`src/rtl/ro_puf_pkg.sv`:
```
// Shared types and helpers for the ring-oscillator PUF evaluator.
package ro_puf_pkg;

  typedef enum logic [2:0] {
    ST_IDLE,
    ST_CLEAR,
    ST_MEASURE,
    ST_COMPARE,
    ST_DONE
  } state_t;

  // Width of an oscillator index; never narrower than one bit.
  function automatic int sel_w(input int n);
    return (n > 1) ? $clog2(n) : 1;
  endfunction

endpackage

```
`src/rtl/ro_edge_counter.sv`:
```
// Rising-edge counter for one synchronized oscillator stream, saturating at all-ones.
module ro_edge_counter #(
  parameter int CNT_W = 16
) (
  input  logic             clk,
  input  logic             rst_n,
  input  logic             clear,
  input  logic             en,
  input  logic             din,
  output logic [CNT_W-1:0] count
);

  logic hist;

  // Clear preloads the history so a mux selection change is not seen as an edge.
  always_ff @(posedge clk or negedge rst_n) begin
    if (!rst_n) begin
      count <= '0;
      hist  <= 1'b0;
    end else if (clear) begin
      count <= '0;
      hist  <= din;
    end else if (en) begin
      hist <= din;
      if (din && !hist && (count != '1)) begin
        count <= count + CNT_W'(1);
      end
    end
  end

endmodule

```
`src/rtl/ro_puf_eval.sv`:
```
// Ring-oscillator PUF evaluator: measures oscillator pairs over a gate window
// and builds a response word from the count comparisons.
module ro_puf_eval
  import ro_puf_pkg::*;
#(
  parameter int NUM_RO    = 8,
  parameter int CNT_W     = 16,
  parameter int GATE_W    = 16,
  parameter int RESP_BITS = 8,
  localparam int SEL_W    = sel_w(NUM_RO)
) (
  input  logic                 clk,
  input  logic                 rst_n,
  input  logic                 ena,
  input  logic [NUM_RO-1:0]    ro_in,
  input  logic                 start,
  input  logic [SEL_W-1:0]     chal_a,
  input  logic [SEL_W-1:0]     chal_b,
  input  logic [GATE_W-1:0]    gate_cycles,
  output logic                 busy,
  output logic [RESP_BITS-1:0] resp,
  output logic                 resp_valid,
  input  logic                 resp_ready,
  output logic                 err,
  output logic                 tie,
  output logic [CNT_W-1:0]     min_margin
);

  localparam int KW        = (RESP_BITS > 1) ? $clog2(RESP_BITS) : 1;
  localparam int IDX_SPACE = 1 << SEL_W;
  localparam logic [KW-1:0]        K_LAST   = KW'(RESP_BITS - 1);
  localparam logic [SEL_W-1:0]     IDX_LAST = SEL_W'(NUM_RO - 1);
  // Bit i set when index i names a real oscillator.
  localparam logic [IDX_SPACE-1:0] IDX_OK   = {IDX_SPACE{1'b1}} >> (IDX_SPACE - NUM_RO);

  state_t state, state_nxt;

  logic [NUM_RO-1:0]    sync1, sync2;
  logic [SEL_W-1:0]     idx_a, idx_b;
  logic [KW-1:0]        k;
  logic [GATE_W-1:0]    gate_q, remain;
  logic [RESP_BITS-1:0] resp_work, resp_bits;
  logic [CNT_W-1:0]     cnt_a, cnt_b, diff;
  logic                 chal_bad, accept, abort, last_pair, a_gt_b;
  logic                 cnt_clear, cnt_en;

  assign chal_bad  = (chal_a == chal_b) || !IDX_OK[chal_a] || !IDX_OK[chal_b] ||
                     (gate_cycles == '0);
  assign accept    = (state == ST_IDLE) && ena && start && !chal_bad;
  assign abort     = (state != ST_IDLE) && !ena;
  assign last_pair = (k == K_LAST);
  assign cnt_clear = (state == ST_CLEAR) || !ena;
  assign cnt_en    = (state == ST_MEASURE);
  assign a_gt_b    = cnt_a > cnt_b;
  assign diff      = a_gt_b ? (cnt_a - cnt_b) : (cnt_b - cnt_a);
  assign busy      = (state != ST_IDLE);
  assign resp_valid = (state == ST_DONE);

  always_ff @(posedge clk or negedge rst_n) begin
    if (!rst_n) begin
      sync1 <= '0;
      sync2 <= '0;
    end else begin
      sync1 <= ro_in;
      sync2 <= sync1;
    end
  end

  ro_edge_counter #(.CNT_W(CNT_W)) u_cnt_a (
    .clk   (clk),
    .rst_n (rst_n),
    .clear (cnt_clear),
    .en    (cnt_en),
    .din   (sync2[idx_a]),
    .count (cnt_a)
  );

  ro_edge_counter #(.CNT_W(CNT_W)) u_cnt_b (
    .clk   (clk),
    .rst_n (rst_n),
    .clear (cnt_clear),
    .en    (cnt_en),
    .din   (sync2[idx_b]),
    .count (cnt_b)
  );

  always_comb begin
    resp_bits    = resp_work;
    resp_bits[k] = a_gt_b;
  end

  always_ff @(posedge clk or negedge rst_n) begin
    if (!rst_n) state <= ST_IDLE;
    else        state <= state_nxt;
  end

  always_comb begin
    state_nxt = state;
    case (state)
      ST_IDLE:    if (accept) state_nxt = ST_CLEAR;
      ST_CLEAR:   state_nxt = ST_MEASURE;
      ST_MEASURE: if (remain == GATE_W'(1)) state_nxt = ST_COMPARE;
      ST_COMPARE: state_nxt = last_pair ? ST_DONE : ST_CLEAR;
      ST_DONE:    if (resp_ready) state_nxt = ST_IDLE;
      default:    state_nxt = ST_IDLE;
    endcase
    if (abort) state_nxt = ST_IDLE;
  end

  // The visible response is only updated on the final compare, so an abort leaves it untouched.
  always_ff @(posedge clk or negedge rst_n) begin
    if (!rst_n) begin
      idx_a      <= '0;
      idx_b      <= '0;
      k          <= '0;
      gate_q     <= '0;
      remain     <= '0;
      resp_work  <= '0;
      resp       <= '0;
      err        <= 1'b0;
      tie        <= 1'b0;
      min_margin <= '1;
    end else begin
      err <= (state == ST_IDLE) && ena && start && chal_bad;
      if (abort) begin
        k <= '0;
      end else begin
        case (state)
          ST_IDLE: if (accept) begin
            idx_a      <= chal_a;
            idx_b      <= chal_b;
            gate_q     <= gate_cycles;
            k          <= '0;
            resp_work  <= '0;
            tie        <= 1'b0;
            min_margin <= '1;
          end
          ST_CLEAR:   remain <= gate_q;
          ST_MEASURE: remain <= remain - GATE_W'(1);
          ST_COMPARE: begin
            resp_work <= resp_bits;
            tie       <= tie | (cnt_a == cnt_b);
            if (diff < min_margin) min_margin <= diff;
            if (last_pair) begin
              resp <= resp_bits;
            end else begin
              k     <= k + KW'(1);
              idx_a <= (idx_a == IDX_LAST) ? '0 : idx_a + SEL_W'(1);
              idx_b <= (idx_b == IDX_LAST) ? '0 : idx_b + SEL_W'(1);
            end
          end
          default: ;
        endcase
      end
    end
  end

endmodule

```
`config.mk`:
```
export PLATFORM = sky130hd
export DESIGN_NAME = ro_puf_eval
export DESIGN_NICKNAME = d
export VERILOG_FILES = /design/src/rtl/ro_puf_pkg.sv /design/src/rtl/ro_edge_counter.sv /design/src/rtl/ro_puf_eval.sv
export SDC_FILE = /design/constraint.sdc
export NUM_CORES = 1
export LEC_CHECK = 0
export CORE_ASPECT_RATIO = 0.6
export CORE_MARGIN = 3
export CORE_UTILIZATION = 35
export DETAILED_ROUTE_END_ITERATION = 12
export PLACE_DENSITY = 0.55
export SLEW_MARGIN = 20
export SYNTH_ARGS = -nofsm -noshare
export SYNTH_HDL_FRONTEND = slang
export SYNTH_HIERARCHICAL = 1
export SYNTH_SLANG_ARGS = --single-unit
```
`constraint.sdc`:
```
create_clock -name clk -period 13.8 [get_ports clk]
set_clock_uncertainty 0.2 [all_clocks]
set_input_delay 2.07 -clock clk [delete_from_list [all_inputs] [get_ports clk]]
set_output_delay 2.07 -clock clk [all_outputs]
set_load 0.03 [all_outputs]
```
==> out/results.ini, run 1 <==
[place]
port_buffers=62
place.gp.congestion=0.858
hpwlAfterDp_mm=17.9
dp.cells=1292

[timing]
setup_viol=0
hold_viol=0
period_share_pct=41.8
fmax_mhz=173
worst_pin_slew_ns=0.921
fin_tns_setup_ns=0
drv_slew=0
rsz0062_at_grt=false
holdWs_ns=0.148
post-route-min-period_ns=5.77
slew-limit-headroom_pct=38.3

[finish]
fin_cells=1324
layout-drive-gt1-share_pct=11.9
diodes=0
areaGrowthSynthToFinish_pct=15.8
finalNetCount=1089
fillers=2351

[clock_network]
post_cts_buffers=0
clk_latency_ns=0.43
cts-hold-fix-buffers=0
ctsResizeCount=0
htree_levels=4
clockRootBuffer=clkbuf_16
path_clk_slew_ns=0.06
cts_inserted_buffers=17
clock_path_buffers=2
cts_sinks=128
cts_tree=built

[drt]
drc=0
viasPerCell=5.45
drt_wl_total_mm=23.7
antenna_left=0
vias=7211
wire_per_inst_um=17.9
dr.pass1.iters=5
drtIter0Drc=606

[power]
ir_worst_vdd_mv=0.0720
p_per_area_nw_per_um2=121
p_leak_nw=4.27

[logic_synthesis]
seq_area_frac_synth_pct=37.3
synth-edff-count=0
ys_warn_count=6
syn_avg_cell_area_sq_um=9.01
synth_area_sq_um=8630
yosysUniqueCellTypes=72
ys.flop_type=dfrtp_1
ys_ff_latch=128
synth_nets=1051
syn_inst=958
synth-async-reset-ratio_pct=100

[die]
coreArea_sq_um=23700
initial_core_util_pct=36.5
die_w_um=209
io_pins=63
die_area_sq_um=26600
die_h_um=128
core.rowCount=43

[grt]
grt_pass1_vias=6581
antenna_found_initial=0
grt.total_usage_pct=18.1
grt_overflow=0
grt_pass1_wl_mm=37.8
grt_max_degree=71

[status]
status=completed

[hold_path]
min_from=sync1[6]$_DFF_PN0_
min_path_type=reg -> reg
holdPathStages=0
hold_path_end=sync2[6]$_DFF_PN0_

[critical_path]
critPathKind=reg -> reg
r2r-start=u_cnt_a/count[7]$_DFFE_PN0P_
cp_max_fo=19
cp.arrival_ns=5.92
end_kind=flip-flop
reg2reg_to=min_margin[7]$_DFFE_PN1P_
worst_setup_path_start_kind=flip-flop
reg2reg_depth=18
critPathRequiredTime_ns=13.96
rrSetupSlack_ns=8.03

[flow_run]
drv_cap=0

-- report_power, final --
group	switching, W	leakage [nW]	total, W	internal [W]
sequential	0.0000592	1.61	0.000497	0.000438
combinational	0.000136	2.37	0.000251	0.000115
clock	0.000188	0.282	0.000456	0.000268
-- critical path, stage by stage, from the launching register on --
cell and delay (ns):
dfrtp_1 0.58, inv_1 0.08, ha_1 0.45, nand4_1 0.21, or4_4 0.61, o211ai_2 0.14, nand2_1 0.43, a211o_1 0.42
and2_1 0.17, xnor2_1 0.13, ha_1 0.20, or4_1 0.53, a21oi_1 0.14, o21ai_0 0.11, o311ai_0 0.11, o211ai_1 0.43
buf_4 0.36, nor3b_1 0.17, a211oi_2 0.20
-- layout by cell type (no fill, tap or decap), types with 25 or more instances in the layout --
| cell type | synthesis | final |
|---|---|---|
| ha_1 | 56 | 56 |
| nor2_1 | 89 | 88 |
| a21oi_1 | 86 | 86 |
| clkdlybuf4s50_1 | 0 | 61 |
| inv_1 | 77 | 77 |
| mux2_2 | 36 | 36 |
| o21ai_0 | 59 | 58 |
| dfrtp_1 | 112 | 112 |
| nand2_1 | 72 | 72 |
| nor3_1 | 25 | 25 |
-- layer usage --
layer | GRT usage [%] | routed length [um] | up-vias
met5 | 0 | 0 | -
met4 | 4.68 | 209 | 0
met3 | 5.01 | 1970 | 15
met2 | 21.6 | 8470 | 276
met1 | 30.3 | 13000 | 3398
li1 | - | - | 3522
-- layout make-up --
class	count	area [sq um]	share of cell area, %
clock inverter	14	155	1.55
multi-input combinational	706	4850	48.5
sequential	128	3220	32.3
timing repair buffer	66	652	6.52
tap	315	394	3.94
clock buffer	18	429	4.29
inverter	77	289	2.89
-- registers in the layout (all words and copies together) (netlist names) --
signal and count:
min_margin 16, resp_work 8, u_cnt_b/hist 1, u_cnt_a/count 16, u_cnt_b/count 16, sync2 8
gate_q 16, resp 8, sync1 8, err 1, state 3, k 3
tie 1, u_cnt_a/hist 1, remain 16, idx_b 3, idx_a 3
-- logic make-up (layout without fill, tap and decap cells) --
family                   count (synthesis)  count (layout)  share of synthesized area, %
XOR/XNOR                                16              16                          1.62
buffers and inverters                  124             175                          6.64
AND/OR/NAND/NOR                        318             318                          19.4
AO/OA/AOI/OAI                          257             257                          18.7
multiplexers                            57              57                          7.71
flip-flops                             128             128                          37.3
adder cells (fa/ha/maj)                 58              58                          8.58
-- Yosys cell counts, types with 6 or more instances --
cell type	count	share of area [%]
or3_1	6	0.43
nor2_1	89	3.9
nand2b_1	7	0.51
nor4_1	7	0.51
a31oi_1	11	0.80
nand4_1	22	1.6
clkbuf_1	28	1.2
a22oi_1	7	0.61
mux2i_1	17	2.0
nor3_1	25	1.4
o21ai_0	59	3.4
dfrtp_1	112	32
nand3_4	6	1.2
or4_1	12	1.0
a21o_1	12	1.0
nor2b_1	16	1.2
buf_2	7	0.41
ha_1	56	8.1
o22ai_1	10	0.72
dfstp_2	16	4.9
buf_6	7	0.91
nand3_1	20	1.2
xnor2_1	7	0.71
o211ai_1	7	0.61
inv_1	77	3.3
a211oi_1	11	0.96
xor2_1	9	0.91
mux2_2	36	4.7
o21a_1	15	1.3
o31ai_1	13	1.1
nand2_1	72	3.1
a21oi_1	86	5.0
-- worst max-delay path by stage --
stage	to	slack [ns]	start	depth (start not counted)
3_5_place_dp	min_margin[7]$_DFFE_PN1P_	8.15	u_cnt_a/count[7]$_DFFE_PN0P_	18
4_1_cts	min_margin[7]$_DFFE_PN1P_	8.13	u_cnt_a/count[7]$_DFFE_PN0P_	18
2_1_floorplan	min_margin[10]$_DFFE_PN1P_	9.25	u_cnt_a/count[7]$_DFFE_PN0P_	20
3_3_place_gp	min_margin[7]$_DFFE_PN1P_	8.35	u_cnt_a/count[7]$_DFFE_PN0P_	18
5_1_grt	min_margin[7]$_DFFE_PN1P_	7.67	u_cnt_a/count[7]$_DFFE_PN0P_	18
6_report	min_margin[7]$_DFFE_PN1P_	8.03	u_cnt_a/count[7]$_DFFE_PN0P_	18
-- through the flow --
stage	cell area, sq um	utilization, %	worst slack (ns)	power, W
after global routing	9990	42.2	7.67	0.00127
final	9990	42.2	8.03	0.00120
after CTS	9990	42.2	8.13	0.00122
after detailed placement	9410	39.7	8.15	0.000753
after global placement	9410	39.7	8.35	0.000748
after floorplan	8630	-	9.25	0.000666
No activity file was read; power rests on OpenSTA's default activity.
==> inputs of run 2 (changes only) <==
--- a/config.mk
+++ b/config.mk
@@ -9,7 +9,7 @@
 export CORE_MARGIN = 3
 export CORE_UTILIZATION = 35
 export DETAILED_ROUTE_END_ITERATION = 12
-export PLACE_DENSITY = 0.55
+export PLACE_DENSITY = 0.57
 export SLEW_MARGIN = 20
 export SYNTH_ARGS = -nofsm -noshare
 export SYNTH_HDL_FRONTEND = slang
==> constraint.sdc (replaced) <==
create_clock -name clk -period 4.92 [get_ports clk]
set_clock_uncertainty 0.2 [all_clocks]
set_input_delay 0.738 -clock clk [delete_from_list [all_inputs] [get_ports clk]]
set_output_delay 0.738 -clock clk [all_outputs]
set_load 0.03 [all_outputs]
==> run 2 against run 1 <==
  * Routed wire length rose by 1.5%
  * Die area stayed put
  * Via count is 0.83% higher
  * Power rose to 2.9 times the previous value
  * Maximum frequency up 24%
  * Final cell count rose by 2.6%
  * Flip-flop and latch count unchanged
  * Largest cell class unchanged
  * Critical endpoint unchanged
  * Sequential share of layout area decreased by 1.0 points
  * Global-route usage grew 0.32 points
  * Clock power grew to 3.0 times the previous value
==> out/results.ini, run 2 (same netlist as run 1, synthesis figures left out) <==
[drt]
drc=0
vias=7271
antenna_left=0
dr.pass1.iters=5
drt_wl_total_mm=24.0
drtIter0Drc=764
wire_per_inst_um=17.7
viasPerCell=5.35

[power]
p_int_w=0.00244
p_clk_share_pct=39.6
switching_share_pct=29.9
p_comb_share_pct=20.4
total_power_w=0.00348
p_per_area_nw_per_um2=337
ir_worst_vdd_mv=0.210
p_leak_nw=4.46
seq_power_share_pct=40.0
power_switching_w=0.00104

[critical_path]
reg2reg_depth=17
rrSetupSlack_ns=0.25
critPathKind=reg -> reg
worst_setup_path_start_kind=flip-flop
cp_max_fo=12
endpoint=min_margin[7]$_DFFE_PN1P_
r2r-start=u_cnt_b/count[4]$_DFFE_PN0P_
startpoint=u_cnt_b/count[4]$_DFFE_PN0P_
cp.arrival_ns=4.82
reg2reg_to=min_margin[7]$_DFFE_PN1P_
end_kind=flip-flop
critPathRequiredTime_ns=5.07

[finish]
areaGrowthSynthToFinish_pct=19.9
final_common_cell=dfrtp_1
layout-drive-gt1-share_pct=15.9
finalNetCount=1124
final_area_sq_um=10400
diodes=0
most-common-layout-cells=dfrtp_1, nor2_1, a21oi_1

[die]
die_w_um=209
die_h_um=128
core.rowCount=43
io_pins=63
die_area_sq_um=26600
initial_core_util_pct=36.5
coreArea_sq_um=23700

[grt]
grt_max_degree=96
grt_overflow=0
antenna_found_initial=0
grt_pass1_wl_mm=38.5
grt_pass1_vias=6643
grt.total_usage_pct=18.4

[clock_network]
clockRootBuffer=clkbuf_16
clock_path_buffers=2
cts_sinks=128
clk_latency_ns=0.44
htree_levels=4
cts_tree=built
cts_inserted_buffers=17
path_clk_slew_ns=0.06

[hold_path]
min_path_type=reg -> reg

[status]
status=completed

[place]
port_buffers=62
pre_cts_slack_ns=0.174
place.gp.congestion=0.912
hpwlAfterDp_mm=18.3
detailed_place.area_sq_um=9650

[timing]
holdWs_ns=0.147
hold_viol=0
fin_ws_ns=0.253
drv_slew=0
worst_pin_slew_ns=0.895
post-route-min-period_ns=4.67
rsz0062_at_grt=false
fmax_mhz=214
period_share_pct=94.9
slew-limit-headroom_pct=40.4
setup_viol=0
fin_tns_setup_ns=0

[flow_run]
drv_cap=0

==> run 2: cell count changes in the layout (fill, tap and decap cells not counted), sizes merged <==
cell      before  now
clkbuf        18   22
clkinv         6    4
inv           81   78
bufinv         2    4
clkinvlp       2    1
buf            5   40
==> run 2: power groups by stage <==
stage | combinational [W] | clock (W) | sequential [W]
6_report | 0.000710 | 0.00138 | 0.00139
5_1_grt | 0.000796 | 0.00146 | 0.00142
4_1_cts | 0.000708 | 0.00141 | 0.00139
3_5_place_dp | 0.000706 | 0 | 0.00141
3_3_place_gp | 0.000695 | 0 | 0.00141
2_1_floorplan | 0.000485 | 0 | 0.00138
==> run 2: metrics by stage <==
step	instances	util [%]
after floorplan	958	-
after global placement	1324	40.8
after detailed placement	1324	40.8
after CTS	1356	43.4
after global routing	1359	43.7
final	1359	43.7
==> run 2: layout make-up <==
cell class,count,area (sq um)
inverters,77,289
repair buffers,101,918
clock inverters,10,156
clock buffers,22,474
flip-flops and latches,128,3230
fillers,2310,13300
well taps,315,394
multi-input cells,706,4890
==> run 2: what timing repair did <==
| action | CTS | global route |
|---|---|---|
| buffers inserted | 0 | 3 |
| gates resized for setup | 0 | 14 |
| setup endpoints to repair | 0 | 6 |
| hold buffers | 0 | 0 |
==> run 2: metal layers <==
layer	global-route usage [%]	up-vias	share of wire, %
li1	-	3577	-
met1	31.6	3410	56
met2	21.5	262	35
met3	4.33	22	8.4
met4	4.84	0	1.1
met5	0	-	0
==> run 2: critical path, cell delays in order, from the launching register on <==
cell and delay [ns]:
dfrtp_1 0.46, ha_1 0.34, nand4_1 0.20, or4_4 0.60, o211ai_2 0.14, nand2_2 0.14
a211o_1 0.30, and2_1 0.18, xnor2_1 0.14, ha_1 0.21, or4_1 0.52, a21oi_1 0.12
o21ai_0 0.11, o311ai_0 0.12, o211ai_1 0.23, buf_6 0.20, nor3b_1 0.15, a211oi_2 0.22
==> run 2: worst min path at each step <==
stage	start	end	slack, ns	cells after the start
4_1_cts	sync1[6]$_DFF_PN0_	sync2[6]$_DFF_PN0_	0.15	0
3_5_place_dp	sync1[6]$_DFF_PN0_	sync2[6]$_DFF_PN0_	0.13	0
2_1_floorplan	sync1[0]$_DFF_PN0_	sync2[0]$_DFF_PN0_	0.13	0
6_report	sync1[6]$_DFF_PN0_	sync2[6]$_DFF_PN0_	0.15	0
3_3_place_gp	sync1[7]$_DFF_PN0_	sync2[7]$_DFF_PN0_	0.13	0
5_1_grt	sync1[2]$_DFF_PN0_	sync2[2]$_DFF_PN0_	0.16	0
==> inputs of run 3 (changes only) <==
--- a/config.mk
+++ b/config.mk
@@ -5,12 +5,13 @@
 export SDC_FILE = /design/constraint.sdc
 export NUM_CORES = 1
 export LEC_CHECK = 0
+export ABC_CLOCK_PERIOD_IN_PS = 4920
 export CORE_ASPECT_RATIO = 0.6
 export CORE_MARGIN = 3
 export CORE_UTILIZATION = 35
 export DETAILED_ROUTE_END_ITERATION = 12
 export PLACE_DENSITY = 0.57
-export SLEW_MARGIN = 20
+export SLEW_MARGIN = 30
 export SYNTH_ARGS = -nofsm -noshare
 export SYNTH_HDL_FRONTEND = slang
 export SYNTH_HIERARCHICAL = 1
==> run 3 against run 2 <==
  * Core utilization about the same
  * Worst setup slack improved by 0.00080 ns
  * Sequential share of layout area about the same
  * Clock-buffer cell count stayed put
==> out/results.ini, run 3 (same netlist as run 1, synthesis figures left out) <==
[clock_network]
clock_path_buffers=2
htree_levels=4
clockRootBuffer=clkbuf_16
cts_inserted_buffers=17
cts_tree=built
cts_sinks=128
cts-hold-fix-buffers=0
clk_latency_ns=0.44
path_clk_slew_ns=0.06

[drt]
met3_length_mm=1.87
vias=7294
drtIter0Drc=764
drc=0
viasPerCell=5.37
dr.pass1.iters=7
top_layer=met4
antenna_left=0
drt_wl_total_mm=24.0
routed-wl-met2_mm=8.44
wl_met1_mm=13.5
wire_per_inst_um=17.7

[place]
detailed_place.area_sq_um=9650
port_buffers=62
place.gp.congestion=0.912
hpwlAfterDp_mm=18.3

[grt]
grt_overflow=0
antenna_found_initial=0
grt_pass1_vias=6643
grt.total_usage_pct=18.4
grt_pass1_wl_mm=38.5
grt_max_degree=96

[critical_path]
path_cells=ha_1 > nand4_1 > or4_4 > o211ai_2 > nand2_2 > a211o_1 > and2_1 > xnor2_1 > ha_1 > or4_1 > a21oi_1 > o21ai_0 > o311ai_0 > o211ai_1 > buf_6 > nor3b_1 > a211oi_2
worst_path_max_delay_cell=or4_4
cp.buffers_inverters=1
critPathKind=reg -> reg
worst_setup_path_start_kind=flip-flop
cpPeakStageDelay_ns=0.60
cp.arrival_ns=4.82
crit_top_cell=ha_1
cpLargestDelayFamily=simple AND/OR/NAND/NOR gates
critPathRequiredTime_ns=5.07
end_kind=flip-flop
cp_max_fo=12

[power]
ir_worst_vdd_mv=0.211
total_power_w=0.00349
p_per_area_nw_per_um2=337
p_leak_nw=4.46

[finish]
layout-drive-gt1-share_pct=15.9
diodes=0
final_common_cell=dfrtp_1
multi_input_comb_area_sq_um=4890
final_area_sq_um=10400
area.sequential_sq_um=3230
finalNetCount=1124
most-common-layout-cells=dfrtp_1, nor2_1, a21oi_1
fillers=2309
areaGrowthSynthToFinish_pct=19.9

[status]
status=completed

[timing]
post-route-min-period_ns=4.67
drv_slew=0
setup_viol=0
period_share_pct=94.8
rsz0062_at_grt=false
worst_pin_slew_ns=0.804
slew-limit-headroom_pct=46.1
hold_viol=0
fin_tns_setup_ns=0
fmax_mhz=214

[die]
io_pins=63
initial_core_util_pct=36.5
core.rowCount=43
die_w_um=209
coreArea_sq_um=23700
die_h_um=128
die_area_sq_um=26600

[flow_run]
drv_cap=0

[hold_path]
min_path_type=in -> async

run 3: cell types whose count changed in the layout (fill, tap and decap cells not counted):
cell | previous run | this run
buf_6 | 2 | 1
clkbuf_8 | 3 | 4
run 3: layout make-up:
type	instances	share of cell area [%]
tap	315	3.81
multi-input combinational	706	47.2
inverter	77	2.79
clock inverter	10	1.51
sequential	128	31.2
timing repair buffer	101	8.89
clock buffer	22	4.58
run 3: worst reg2reg max path, cell delays in order, from the launching register on:
cell,delay (ns)
dfrtp_1,0.46
ha_1,0.34
nand4_1,0.20
or4_4,0.60
o211ai_2,0.14
nand2_2,0.14
a211o_1,0.30
and2_1,0.18
xnor2_1,0.14
ha_1,0.21
or4_1,0.52
a21oi_1,0.12
o21ai_0,0.11
o311ai_0,0.12
o211ai_1,0.23
buf_6,0.20
nor3b_1,0.15
a211oi_2,0.22
run 3: per-layer routing:
metal / global-route usage [%] / vias up
met4: 4.84 / 0
li1: - / 3576
met3: 4.33 / 22
met1: 31.6 / 3445
met5: 0 / -
met2: 21.5 / 251
run 3: where the power goes:
part           total [W]  leakage, nW  internal, W  switching [W]
clock network    0.00138        0.310     0.000886       0.000496
logic           0.000710         2.55     0.000330       0.000380
registers        0.00139         1.60      0.00123       0.000165
total            0.00349         4.46      0.00244        0.00104
run 3: what timing repair did:
action	in CTS	in global routing
endpoints found under the setup margin	0	6
gates resized for setup	0	14
buffers inserted	0	3
run 3: stage by stage:
stage / hold slack, ns / setup WS, ns / utilization, % / cells
after detailed placement: 0.135 / 0.174 / 40.8 / 1324
final: 0.140 / 0.254 / 43.7 / 1359
after CTS: 0.148 / 0.159 / 43.4 / 1356
after global placement: 0.133 / 0.355 / 40.8 / 1324
after global routing: 0.155 / 0.00765 / 43.7 / 1359
after floorplan: 0.131 / 0.369 / - / 958
run 3: worst paths after layout:
check / startpoint / to / slack, ns / depth (start not counted)
max: u_cnt_b/count[4]$_DFFE_PN0P_ / min_margin[7]$_DFFE_PN1P_ / 0.25 / 17
min: rst_n / sync1[2]$_DFF_PN0_ / 0.14 / 1
max reg2reg: u_cnt_b/count[4]$_DFFE_PN0P_ / min_margin[7]$_DFFE_PN1P_ / 0.25 / 17
min reg2reg: sync1[6]$_DFF_PN0_ / sync2[6]$_DFF_PN0_ / 0.15 / 0
max in group asynchronous: rst_n / u_cnt_a/count[14]$_DFFE_PN0P_ / 3.33 / 2
min in group clk: sync1[6]$_DFF_PN0_ / sync2[6]$_DFF_PN0_ / 0.15 / 0
